**config.mk**
```make
export PLATFORM = sky130hd
export DESIGN_NAME = bus_dev_port
export DESIGN_NICKNAME = d
export VERILOG_FILES = /design/src/rtl/bus_dev_pkg.sv /design/src/rtl/sync_fifo_fwft.sv /design/src/rtl/bus_dev_port.sv
export SDC_FILE = /design/constraint.sdc
export NUM_CORES = 1
export LEC_CHECK = 0
export CORE_ASPECT_RATIO = 0.5
export CORE_MARGIN = 5
export CORE_UTILIZATION = 60
export CTS_BUF_LIST = sky130_fd_sc_hd__clkbuf_2 sky130_fd_sc_hd__clkbuf_4 sky130_fd_sc_hd__clkbuf_8
export DETAILED_ROUTE_END_ITERATION = 12
export GPL_TIMING_DRIVEN = 0
export PLACE_DENSITY = 0.92
export SYNTH_ARGS = -nofsm -noshare
export SYNTH_HDL_FRONTEND = slang
export SYNTH_SLANG_ARGS = --single-unit
export TNS_END_PERCENT = 20
```
**constraint.sdc**
```tcl
create_clock -name clk -period 5.1 [get_ports clk]
set_clock_uncertainty 0.15 [all_clocks]
set_input_delay 1.02 -clock clk [delete_from_list [all_inputs] [get_ports clk]]
set_output_delay 1.02 -clock clk [all_outputs]
set_load 0.005 [all_outputs]
```
**src/rtl/bus_dev_pkg.sv**
```systemverilog
// Shared definitions for the bus device port: the destination field layout
// and the default broadcast address.
package bus_dev_pkg;
  localparam int DEST_W    = 8;
  localparam int PKT_MAX_W = 64;
  localparam logic [DEST_W-1:0] BROADCAST_DEF = 8'hFF;

  // The destination is the top DEST_W bits of a w-bit packet. The packet is
  // passed zero-extended to PKT_MAX_W bits.
  function automatic logic [DEST_W-1:0] dest_of(input logic [PKT_MAX_W-1:0] pkt,
                                                input int unsigned         w);
    return DEST_W'(pkt >> (w - DEST_W));
  endfunction
endpackage

```
**src/rtl/sync_fifo_fwft.sv**
```systemverilog
// First-word-fall-through FIFO. The head is visible whenever the FIFO is not
// empty. A write is taken when there is space, or when the same cycle's read frees a slot.
module sync_fifo_fwft #(
  parameter  int width = 16,
  parameter  int depth = 8,
  localparam int AW    = $clog2(depth)
) (
  input  logic             clk,
  input  logic             reset,
  input  logic             wr,
  input  logic [width-1:0] din,
  input  logic             rd,
  output logic [width-1:0] dout,
  output logic             empty,
  output logic             full,
  output logic [AW:0]      count
);
  logic [AW:0]      wptr_q, wptr_d, rptr_q, rptr_d;
  logic [width-1:0] mem_q [depth];
  logic             rd_ok, wr_ok;

  assign empty = (wptr_q == rptr_q);
  assign full  = (wptr_q[AW] != rptr_q[AW]) && (wptr_q[AW-1:0] == rptr_q[AW-1:0]);
  assign count = wptr_q - rptr_q;
  assign rd_ok = rd & ~empty;
  assign wr_ok = wr & (~full | rd_ok);

  assign wptr_d = wptr_q + {{AW{1'b0}}, wr_ok};
  assign rptr_d = rptr_q + {{AW{1'b0}}, rd_ok};

  // Gating the head with empty keeps dout at zero after reset, so the
  // storage array itself never needs to be reset.
  assign dout = empty ? '0 : mem_q[rptr_q[AW-1:0]];

  always_ff @(posedge clk or negedge reset) begin
    if (!reset) begin
      wptr_q <= '0;
      rptr_q <= '0;
    end else begin
      wptr_q <= wptr_d;
      rptr_q <= rptr_d;
    end
  end

  always_ff @(posedge clk) begin
    if (wr_ok) mem_q[wptr_q[AW-1:0]] <= din;
  end
endmodule

```
**src/rtl/bus_dev_port.sv**
```systemverilog
// Device-side endpoint for one arbiter port. TX queues host packets for the
// arbiter. RX keeps only packets addressed to this device or to broadcast.
module bus_dev_port
  import bus_dev_pkg::*;
#(
  parameter int                pckg_sz   = 16,
  parameter int                depth     = 8,
  parameter logic [DEST_W-1:0] id        = 8'd0,
  parameter logic [DEST_W-1:0] broadcast = BROADCAST_DEF,
  localparam int               CW        = $clog2(depth) + 1
) (
  input  logic               clk,
  input  logic               reset,
  input  logic               wr_en,
  input  logic [pckg_sz-1:0] wr_data,
  output logic               tx_full,
  output logic [CW-1:0]      tx_count,
  output logic               pndng,
  output logic [pckg_sz-1:0] D_pop,
  input  logic               pop,
  input  logic               push,
  input  logic [pckg_sz-1:0] D_push,
  output logic               rx_valid,
  output logic [pckg_sz-1:0] rx_data,
  input  logic               rx_ready,
  output logic               tx_ovf,
  output logic               tx_udf,
  output logic [7:0]         rx_drop_cnt
);
  typedef logic [pckg_sz-1:0] pkt_t;

  logic             tx_empty, rx_empty, rx_full;
  logic [CW-1:0]    rx_cnt_unused;
  logic [PKT_MAX_W-1:0] d_push_ext;
  logic [DEST_W-1:0]    rx_dest;
  logic             rx_match, rx_drop;
  logic             tx_ovf_q, tx_ovf_d, tx_udf_q, tx_udf_d;
  logic [7:0]       drop_q, drop_d;
  pkt_t             tx_head, rx_head;

  sync_fifo_fwft #(.width(pckg_sz), .depth(depth)) u_tx_fifo (
    .clk(clk), .reset(reset),
    .wr(wr_en), .din(wr_data), .rd(pop),
    .dout(tx_head), .empty(tx_empty), .full(tx_full), .count(tx_count)
  );

  sync_fifo_fwft #(.width(pckg_sz), .depth(depth)) u_rx_fifo (
    .clk(clk), .reset(reset),
    .wr(rx_match), .din(D_push), .rd(rx_ready),
    .dout(rx_head), .empty(rx_empty), .full(rx_full), .count(rx_cnt_unused)
  );

  assign pndng    = ~tx_empty;
  assign D_pop    = tx_head;
  assign rx_valid = ~rx_empty;
  assign rx_data  = rx_head;

  assign d_push_ext = PKT_MAX_W'(D_push);
  assign rx_dest    = dest_of(d_push_ext, pckg_sz);
  assign rx_match   = push & ((rx_dest == id) | (rx_dest == broadcast));
  assign rx_drop    = rx_match & rx_full & ~rx_ready;

  // A pop against a full FIFO always succeeds, so it always frees the slot
  // that a simultaneous write needs.
  assign tx_ovf_d = tx_ovf_q | (wr_en & tx_full & ~pop);
  assign tx_udf_d = tx_udf_q | (pop & tx_empty);
  assign drop_d   = (rx_drop && drop_q != 8'hFF) ? drop_q + 8'd1 : drop_q;

  always_ff @(posedge clk or negedge reset) begin
    if (!reset) begin
      tx_ovf_q <= 1'b0;
      tx_udf_q <= 1'b0;
      drop_q   <= '0;
    end else begin
      tx_ovf_q <= tx_ovf_d;
      tx_udf_q <= tx_udf_d;
      drop_q   <= drop_d;
    end
  end

  assign tx_ovf      = tx_ovf_q;
  assign tx_udf      = tx_udf_q;
  assign rx_drop_cnt = drop_q;
endmodule

```
# [After elaboration in Yosys (flattened, before gate mapping)]
# Memory sizes are Yosys's and may differ from the RTL's.
# Cells that the tools add are included.
[word_totals] reg_bits=26 ramBits=256 input_bits=38 output_inout_bits=49 word_cells=54 memories=2
[mem_list] memory="u_rx_fifo.mem_q" words=8 width=16 read_ports=1 rd_ports_with_merged_regs=0 wr=1 line="sync_fifo_fwft.sv:19" source="logic [width-1:0] mem_q [depth];"
[mem_list] memory="u_tx_fifo.mem_q" words=8 width=16 read_ports=1 rd_ports_with_merged_regs=0 wr=1 line="sync_fifo_fwft.sv:19"
[classes] addsub=6 n_eq_ne=8 muxes=6 bitwise_logic=21 reduce_logical=4
[ops] cell="$mux 16" count=2
[ops] cell="$add 4x1->4" count=4
[ops] cell="$and 1x1->1" count=10
[ops] cell="$add 8x1->8 const B" count=1
[ops] cell="$eq 4x4->1" count=2
[ops] cell="$eq 8x8->1 const B" count=1
[ops] cell="$logic_not 8->1" count=1
[ops] cell="$ne 8x8->1 const B" count=1
[ops] cell="$eq 3x3->1" count=2
[ops] cell="$not 1->1" count=6
[ops] cell="$or 1x1->1" count=5
[ops] cell="$mux 1" count=4
[ops] cell="$sub 4x4->4" count=1
[ops] cell="$logic_and 1x1->1" count=3
[ops] cell="$ne 1x1->1" count=2

# [Longest topological paths before layout]
[logic_depth] ltp_word=7 ltp_mapped=10 depth_no_buf=8

# [By module]
# A second synthesis with hierarchy kept.
[hier_totals] cells_unflattened=632 area_unflattened_um2=11646.2
[by_module_without_submodules] mod="sync_fifo_fwft (u_rx_fifo)" instances=1 cells_each=309 area_each_um2=5587.9 seq_area_each_um2=4043.9
[by_module_without_submodules] mod="sync_fifo_fwft (u_tx_fifo)" instances=1 cells_each=272 area_each_um2=5486.5 seq_area_each_um2=4043.9
[by_module_without_submodules] mod="bus_dev_port" instances=1 cells_each=51 area_each_um2=571.8 seq_area_each_um2=250.2

# [Worst setup path after synthesis]
# Ideal clock, no wire load.
[synth_timing] path_kind="reg2reg" startpoint="register u_tx_fifo.rptr_q[2]" endpoint="memory u_tx_fifo.mem_q[1][0], enable pin" setup_time_ns=0.409 arrival_time_ns=3.005 t_required_ns=4.541 path_slack_ns=1.536 path_stages_with_launch=10 path_buffers=2 period_less_slack_ns=3.564 cell_sequence="dfrtp_1 > clkbuf_1 > clkinv_1 > clkbuf_1 > ha_1 > nand3_1 > nor3_1 > nor2b_1 > nand2_1 > nor3_1"
[synth_between] elab_chain_len=7 elab_cells_between_ends=10 cone_classes="eq/ne (2); mux (2); bitwise (5); reduce/logical (1)"
[synth_lines] item="start, declared" line="sync_fifo_fwft.sv:18" source="logic [AW:0] wptr_q, wptr_d, rptr_q, rptr_d;"
[synth_lines] item="start signal, assigned" line="sync_fifo_fwft.sv:41" source="rptr_q <= rptr_d;"
[synth_lines] item="$eq 4x4->1 or $eq 3x3->1 (tied branches)" line="sync_fifo_fwft.sv:22, sync_fifo_fwft.sv:23"
[synth_lines] item="$not 1->1 or $logic_and 1x1->1 (tied branches)" line="sync_fifo_fwft.sv:25, sync_fifo_fwft.sv:23"
[synth_lines] item="$and 1x1->1 or $not 1->1 (tied branches)" line="sync_fifo_fwft.sv:25, sync_fifo_fwft.sv:26"
[synth_lines] item="$or 1x1->1 *" line="sync_fifo_fwft.sv:26" source="assign wr_ok = wr & (~full | rd_ok);"
[synth_lines] item="$and 1x1->1 *" line="sync_fifo_fwft.sv:26"
[synth_lines] item="$mux 1 *" line="sync_fifo_fwft.sv:46" source="if (wr_ok) mem_q[wptr_q[AW-1:0]] <= din;"
[synth_lines] item="$mux 1 (implied by the code) *" line="sync_fifo_fwft.sv:46"
[synth_lines] item="end, declared" line="sync_fifo_fwft.sv:19"
# Mark *: on every way between the ends. The rest lies on a longest branch, timed or not.

# [Worst setup path after layout]
[layout_timing] startpoint="register u_tx_fifo.rptr_q[2]" endpoint="output D_pop[12]"
[layout_between] elab_chain_len=2 elab_cells_between_ends=3 cone_classes="eq/ne (1); mux (1); memory (1)"
[layout_lines] item="$mem_v2 8x16 or $eq 4x4->1 (tied branches)"
[layout_lines] item="$mux 16 *" line="sync_fifo_fwft.sv:33" source="assign dout = empty ? '0 : mem_q[rptr_q[AW-1:0]];"
[layout_lines] item="end, declared" line="bus_dev_port.sv:19" source="output logic [pckg_sz-1:0] D_pop,"
# Marks and branches as above.

==> impl_metrics.csv <==
group,metric,value,unit
route,detail_route.vias_per_cell,6.10,
critical_path,timing.rr.start,"u_tx_fifo.rptr_q[2]",
critical_path,worstPathMaxFanout,10,
finish,stdcell_count,974,
yosys,synth_cells,573,
yosys,synth_xor_area_share,1.57,%
place,dp_hpwl,15700,um
power,cellPowerDensity,535,nW/um^2
timing,hold_viol_final,0,
power,totalPowerFinal,0.00711,W
critical_path,worst_setup_path_start_kind,"register",
yosys,synth_seq_cells,282,
finish,drive_gt1_share,23.3,%
power,ir_drop,0.000295,V
critical_path,worstPathCellList,"clkinv_2 > clkbuf_1 > ha_1 > and4_1 > buf_2 > a21oi_1 > clkdlybuf4s50_1",
timing,worst_slew_pin_slew,1.01,ns
route,drc,0,
finish,mostFrequentLayoutCell,"edfxtp_1",
yosys,synth_top_family_by_area,"multiplexers",
clocking,cts_tree,"yes",
route,routed_wl,23900,um
timing,maxSlewHeadroom,32.4,%
critical_path,endpoint_kind,"output port",
yosys,synth.area.top_cells,"edfxtp_1 69%, mux4_2 13%, dfrtp_1 5.8%",
global_route,grt_pass1_wl,37500,um
place,port-buffer-count,85,
hold_path,hp-class,"register to register",
yosys,synth-edff-count,256,
critical_path,crit_path_start,"u_tx_fifo.rptr_q[2]",
clocking,cts_buffers,39,
global_route,grt_max_degree,27,
hold_path,hold_depth,1,
route,dr.pass1.iters,5,
yosys,ys_types,35,
die,die_w,203,um
timing,max_freq,205,MHz
global_route,grt_pass1_vias,6417,
run_status,status,"finished clean",
critical_path,ff2ff_setup_slack,1.28,ns
run,drv_cap,0,
clocking,h-tree-depth,2,
place,dp.cells,913,
yosys,synth.cell_area,11200,um^2
die,die_area,21600,um^2
die,die_h,106,um
finish,n_antenna_cell,0,
critical_path,crit_type,"register to output port",
clocking,clk_pin_slew,0.06,ns
critical_path,ff2ff_path_depth,9,
yosys,yosys.area.top_type,"edfxtp_1",
finish,layout_common_cells,"256 x edfxtp_1, 84 x clkdlybuf4s50_1, 64 x mux4_2",
critical_path,worst_ep_required_time,3.93,ns
global_route,grt-ovfl-total,0,
finish,nets,763,
hold_path,hold_start,"tx_udf",
yosys,syn_nets,624,
finish,area_growth,19.0,%
timing,min_period,4.87,ns
clocking,cts_root_buf,"clkbuf_8",
hold_path,worstHoldEndpoint,"tx_udf",
place,gp_congestion,0.798,
yosys,yosysTopAreaCellShare,68.9,%
yosys,muxShareOfSynthArea,14.7,%
route,drt-wirelength-per-cell,24.5,um
yosys,ys.flop_type,"edfxtp_1",
clocking,clk_latency,0.52,ns
route,vias,5944,
global_route,grt_usage,23.2,%
yosys,avgSynthCellArea,19.5,um^2
place,placed_area,12600,um^2
critical_path,worst_path_largest_cell_delay,0.61,ns
die,ioPinCount,87,
critical_path,critPathSlowestCell,"dfrtp_1",
timing,setup_viol,0,
timing,maxSlewViolCount,0,
timing,fin_setup_tns,0,ns
clocking,clock_path_buffers,3,
die,start_util,60.8,%
die,rows,35,
clocking,clock_sinks,282,
timing,rsz0062_at_grt,"no",
critical_path,timing.rr.end,"u_tx_fifo.mem_q[0][0]",
critical_path,critical_path_arrival,3.70,ns
yosys,ys_seq_area_share,74.7,%
route,drtIter0Drc,561,
yosys,synthSimpleGateAreaFrac,4.99,%
clocking,cts_setup_buffers,0,
global_route,antenna_found_initial,0,
route,antenna_left,0,
finish,stdcell_area,13300,um^2
yosys,yosys_warnings,0,
yosys,synthAdderAreaFrac,1.52,%
yosys,synthArstFlopShare,9.22,%
timing,timing.final.crit_share,95.5,%
die,coreArea,18300,um^2
yosys,synth-compound-area-share,1.08,%
power,p_leak,4.55,nW
critical path: cells and delay by family (launching register included):
family / cells / cell delay [ns]
AOI/OAI and AO/OA: 1 / 0.12
adders and majority gates: 1 / 0.48
buffers and inverters: 4 / 1.45
DFF: 1 / 0.61
and+or+nand+nor: 1 / 0.49
Yosys cell counts, types with 2 or more instances:
library cell,n
edfxtp_1,256
mux4_2,64
nand2_1,40
nor2_1,29
dfrtp_1,26
a21oi_1,17
mux2i_1,16
clkbuf_1,14
ha_1,12
xnor2_1,12
nand3_1,11
nor3_1,10
buf_2,8
inv_1,8
xor2_1,8
nand4_1,7
and3_1,4
buf_1,4
nand2b_1,4
a21o_1,3
nor2b_1,3
buf_6,2
mux2_2,2
nor4_1,2
worst max-delay path by stage:
stage                       endpoint  slack, ns  cells after the start
6_report                   D_pop[12]       0.23                      7
5_1_grt                    D_pop[12]       0.03                      7
4_1_cts                    D_pop[10]       0.02                      8
3_5_place_dp               D_pop[12]      -0.03                      9
3_3_place_gp   u_rx_fifo.mem_q[0][7]      -0.19                      6
2_1_floorplan  u_tx_fifo.mem_q[1][0]       1.54                      9
per-stage QoR:
stage / util (%) / hold WS (ns) / worst slack, ns
2_1_floorplan: - / 0.301 / 1.54
3_3_place_gp: 67.1 / 0.289 / -0.190
3_5_place_dp: 68.4 / 0.294 / -0.0314
4_1_cts: 72.4 / 0.309 / 0.0161
5_1_grt: 72.4 / 0.353 / 0.0311
6_report: 72.4 / 0.304 / 0.231
per-layer routing:
layer	part of all wire [%]	up-vias	track usage, %
met3	6.2	36	4.66
met2	53	279	40.1
met5	0	-	0
li1	-	2560	-
met4	1.6	0	6.63
met1	40	3069	30.6
cell families after synthesis:
kind of cell | after synthesis
simple gates | 116
mux | 83
flops | 282
compound gates | 22
fa+ha+maj | 13
xor+xnor | 20
buf+inv | 37
report_power, final:
group	leakage [nW]	total (W)	internal, W	switching (W)
clock	0.385	0.00168	0.000885	0.000797
combinational	1.52	0.00258	0.00135	0.00123
sequential	2.64	0.00285	0.00275	0.000104
sequential cells by signal, indices dropped and copies added, names as in the netlist:
register          count
u_rx_fifo.mem_q     128
u_tx_fifo.mem_q     128
u_tx_fifo.wptr_q      4
u_rx_fifo.rptr_q      4
rx_drop_cnt           8
tx_ovf                1
u_tx_fifo.rptr_q      4
u_rx_fifo.wptr_q      4
tx_udf                1
layout make-up:
| class | count | area [um^2] |
|---|---|---|
| buffer | 26 | 125 |
| tap | 240 | 300 |
| timing repair buffer | 100 | 1040 |
| clock inverter | 9 | 70.1 |
| clock buffer | 54 | 662 |
| fill | 1033 | 5070 |
| sequential | 282 | 8340 |
| multi-input combinational | 254 | 2710 |
| inverter | 9 | 35.0 |
repair_timing:
item                       4_1_cts  5_1_grt
gates resized for setup          3        0
hold buffers                     0        0
setup endpoints to repair       12       10
pin swaps                        0        0
Note: power is estimated with default switching activity, not from simulation.
==> RTL edit: new RTL, same flow settings <==
`depth` is set to 8 in 2 places; all go to 4.
--- a/src/rtl/sync_fifo_fwft.sv
+++ b/src/rtl/sync_fifo_fwft.sv
@@ -2,7 +2,7 @@
 // empty. A write is taken when there is space, or when the same cycle's read frees a slot.
 module sync_fifo_fwft #(
   parameter  int width = 16,
-  parameter  int depth = 8,
+  parameter  int depth = 4,
   localparam int AW    = $clog2(depth)
 ) (
   input  logic             clk,
--- a/src/rtl/bus_dev_port.sv
+++ b/src/rtl/bus_dev_port.sv
@@ -4,7 +4,7 @@
   import bus_dev_pkg::*;
 #(
   parameter int                pckg_sz   = 16,
-  parameter int                depth     = 8,
+  parameter int                depth     = 4,
   parameter logic [DEST_W-1:0] id        = 8'd0,
   parameter logic [DEST_W-1:0] broadcast = BROADCAST_DEF,
   localparam int               CW        = $clog2(depth) + 1
Ports: changed (resized tx_count); port bits go from 87 to 86. No check against the original RTL was run, so the function may have changed too.
==> RTL edit against the unedited design <==
Total power shrank 44%; register-to-register slack gained 0.28 ns; final area shrank 43%; critical endpoint is now D_pop[14]; combinational power shrank 40%; routed wire length shrank 52%; synthesized area shrank 46%; sequential power shrank 45%; worst hold slack gained 0.014 ns; critical path type unchanged; count of clock-buffer cells in the layout shrank 36; sequential cell count shrank 132; worst setup slack gained 0.14 ns.
==> RTL edit: results (changes against the unedited design) <==
metric,value,unit,change
p_leak,2.667,nW,-41%
crit_path_start,u_tx_fifo.rptr_q[1]$_DFF_PN0_,,
clk_path_buf_depth,2,,-1
synthAdderAreaFrac,0.02603,,+0.01078
drive_gt1_frac,0.1930,,-0.03995
placed_cell_area,7139,µm²,-43%
grt_usage,0.1984,,-0.03341
worst_slack,0.3744,ns,+0.1430 ns
regToRegEndpoint,u_tx_fifo.mem_q[0][3]$_DFFE_PP_,,
netlist_instances,310,,-46%
synthTopCellsByCount,"edfxtp_1, nor2b_1, mux4_2",,
wire_per_inst,20.44,µm,-17%
synth_edf_count,128,,-50%
synth_compound_area_frac,0.005579,,-0.005185
hpwl,7.645,mm,-51%
synthDistinctLibCells,33,,-5.7%
arrival,3.56,ns,-0.14 ns
numCtsBuffers,17,,-56%
met2_length,6.246,mm,-50%
finalNetCount,468,,-39%
layout.cells.non_filler,565,,-42%
cp-endpoint,D_pop[14],,
syn_nets,360,,-42%
drt_iter0_drc,176,,-69%
relSlewSlack,0.3261,,+0.001961
htree_levels,4,,+2
design_area,7538,µm²,-43%
grt_pass1_vias,3523,,-45%
ys_seq_area_frac,0.7256,,-0.02155
pg_clk,0.914,mW,-46%
power,4.013,mW,-44%
wl_met3,614,µm,-59%
dp_cells,534,,-42%
r2r_cells,8,,-1
clk_latency,0.43,ns,-0.09 ns
synthXorXnorAreaFrac,0.02273,,+0.007030
grt_util_met1,0.2270,,-0.07863
pg_comb,1.54,mW,-40%
p_int,2.878,mW,-42%
netlist.area_leader.share,0.6347,,-0.05416
status,"finished, final reports clean",,
fin_hold_ws,0.3178,ns,+0.01353 ns
gp_congestion,0.7950,,-0.38%
met3_usage,0.04843,,+0.001798
grt_max_degree,23,,-15%
clk_pin_slew,0.09,ns,+0.03 ns
post_cts_resized,0,,-3
muxShareOfSynthArea,0.1271,,-0.01947
antenna_found_initial,0,,unchanged
met1_length,4.498,mm,-52%
synthArstFlopShare,0.1467,,+0.05447
[RTL edit: cell count changes in the layout (fill, tap and decap cells not counted), sizes merged, moves of 16 or more]
cell    delta
nor2      -26
nand2     -32
nor2b     +32
a21oi     -17
mux4      -32
clkbuf    -45
buf       -18
mux2i     -16
edfxtp   -128
[RTL edit: cell type report]
class | count | share of cell area
Inverter | 8 | 0.003983
Buffer | 11 | 0.007635
Clock inverter | 13 | 0.02091
Sequential cell | 150 | 0.5829
Clock buffer | 18 | 0.03203
Timing Repair Buffer | 89 | 0.1193
Multi-Input combinational cell | 141 | 0.2108
Tap cell | 135 | 0.02241
[RTL edit: worst max-delay path, stage by stage, from the launching register on]
cell,delay (ns)
dfrtp_1,0.42
clkbuf_1,0.43
buf_1,0.50
inv_1,0.11
ha_1,0.31
and3_1,0.15
buf_2,0.24
buf_1,0.40
nor2b_1,0.10
clkdlybuf4s50_1,0.47
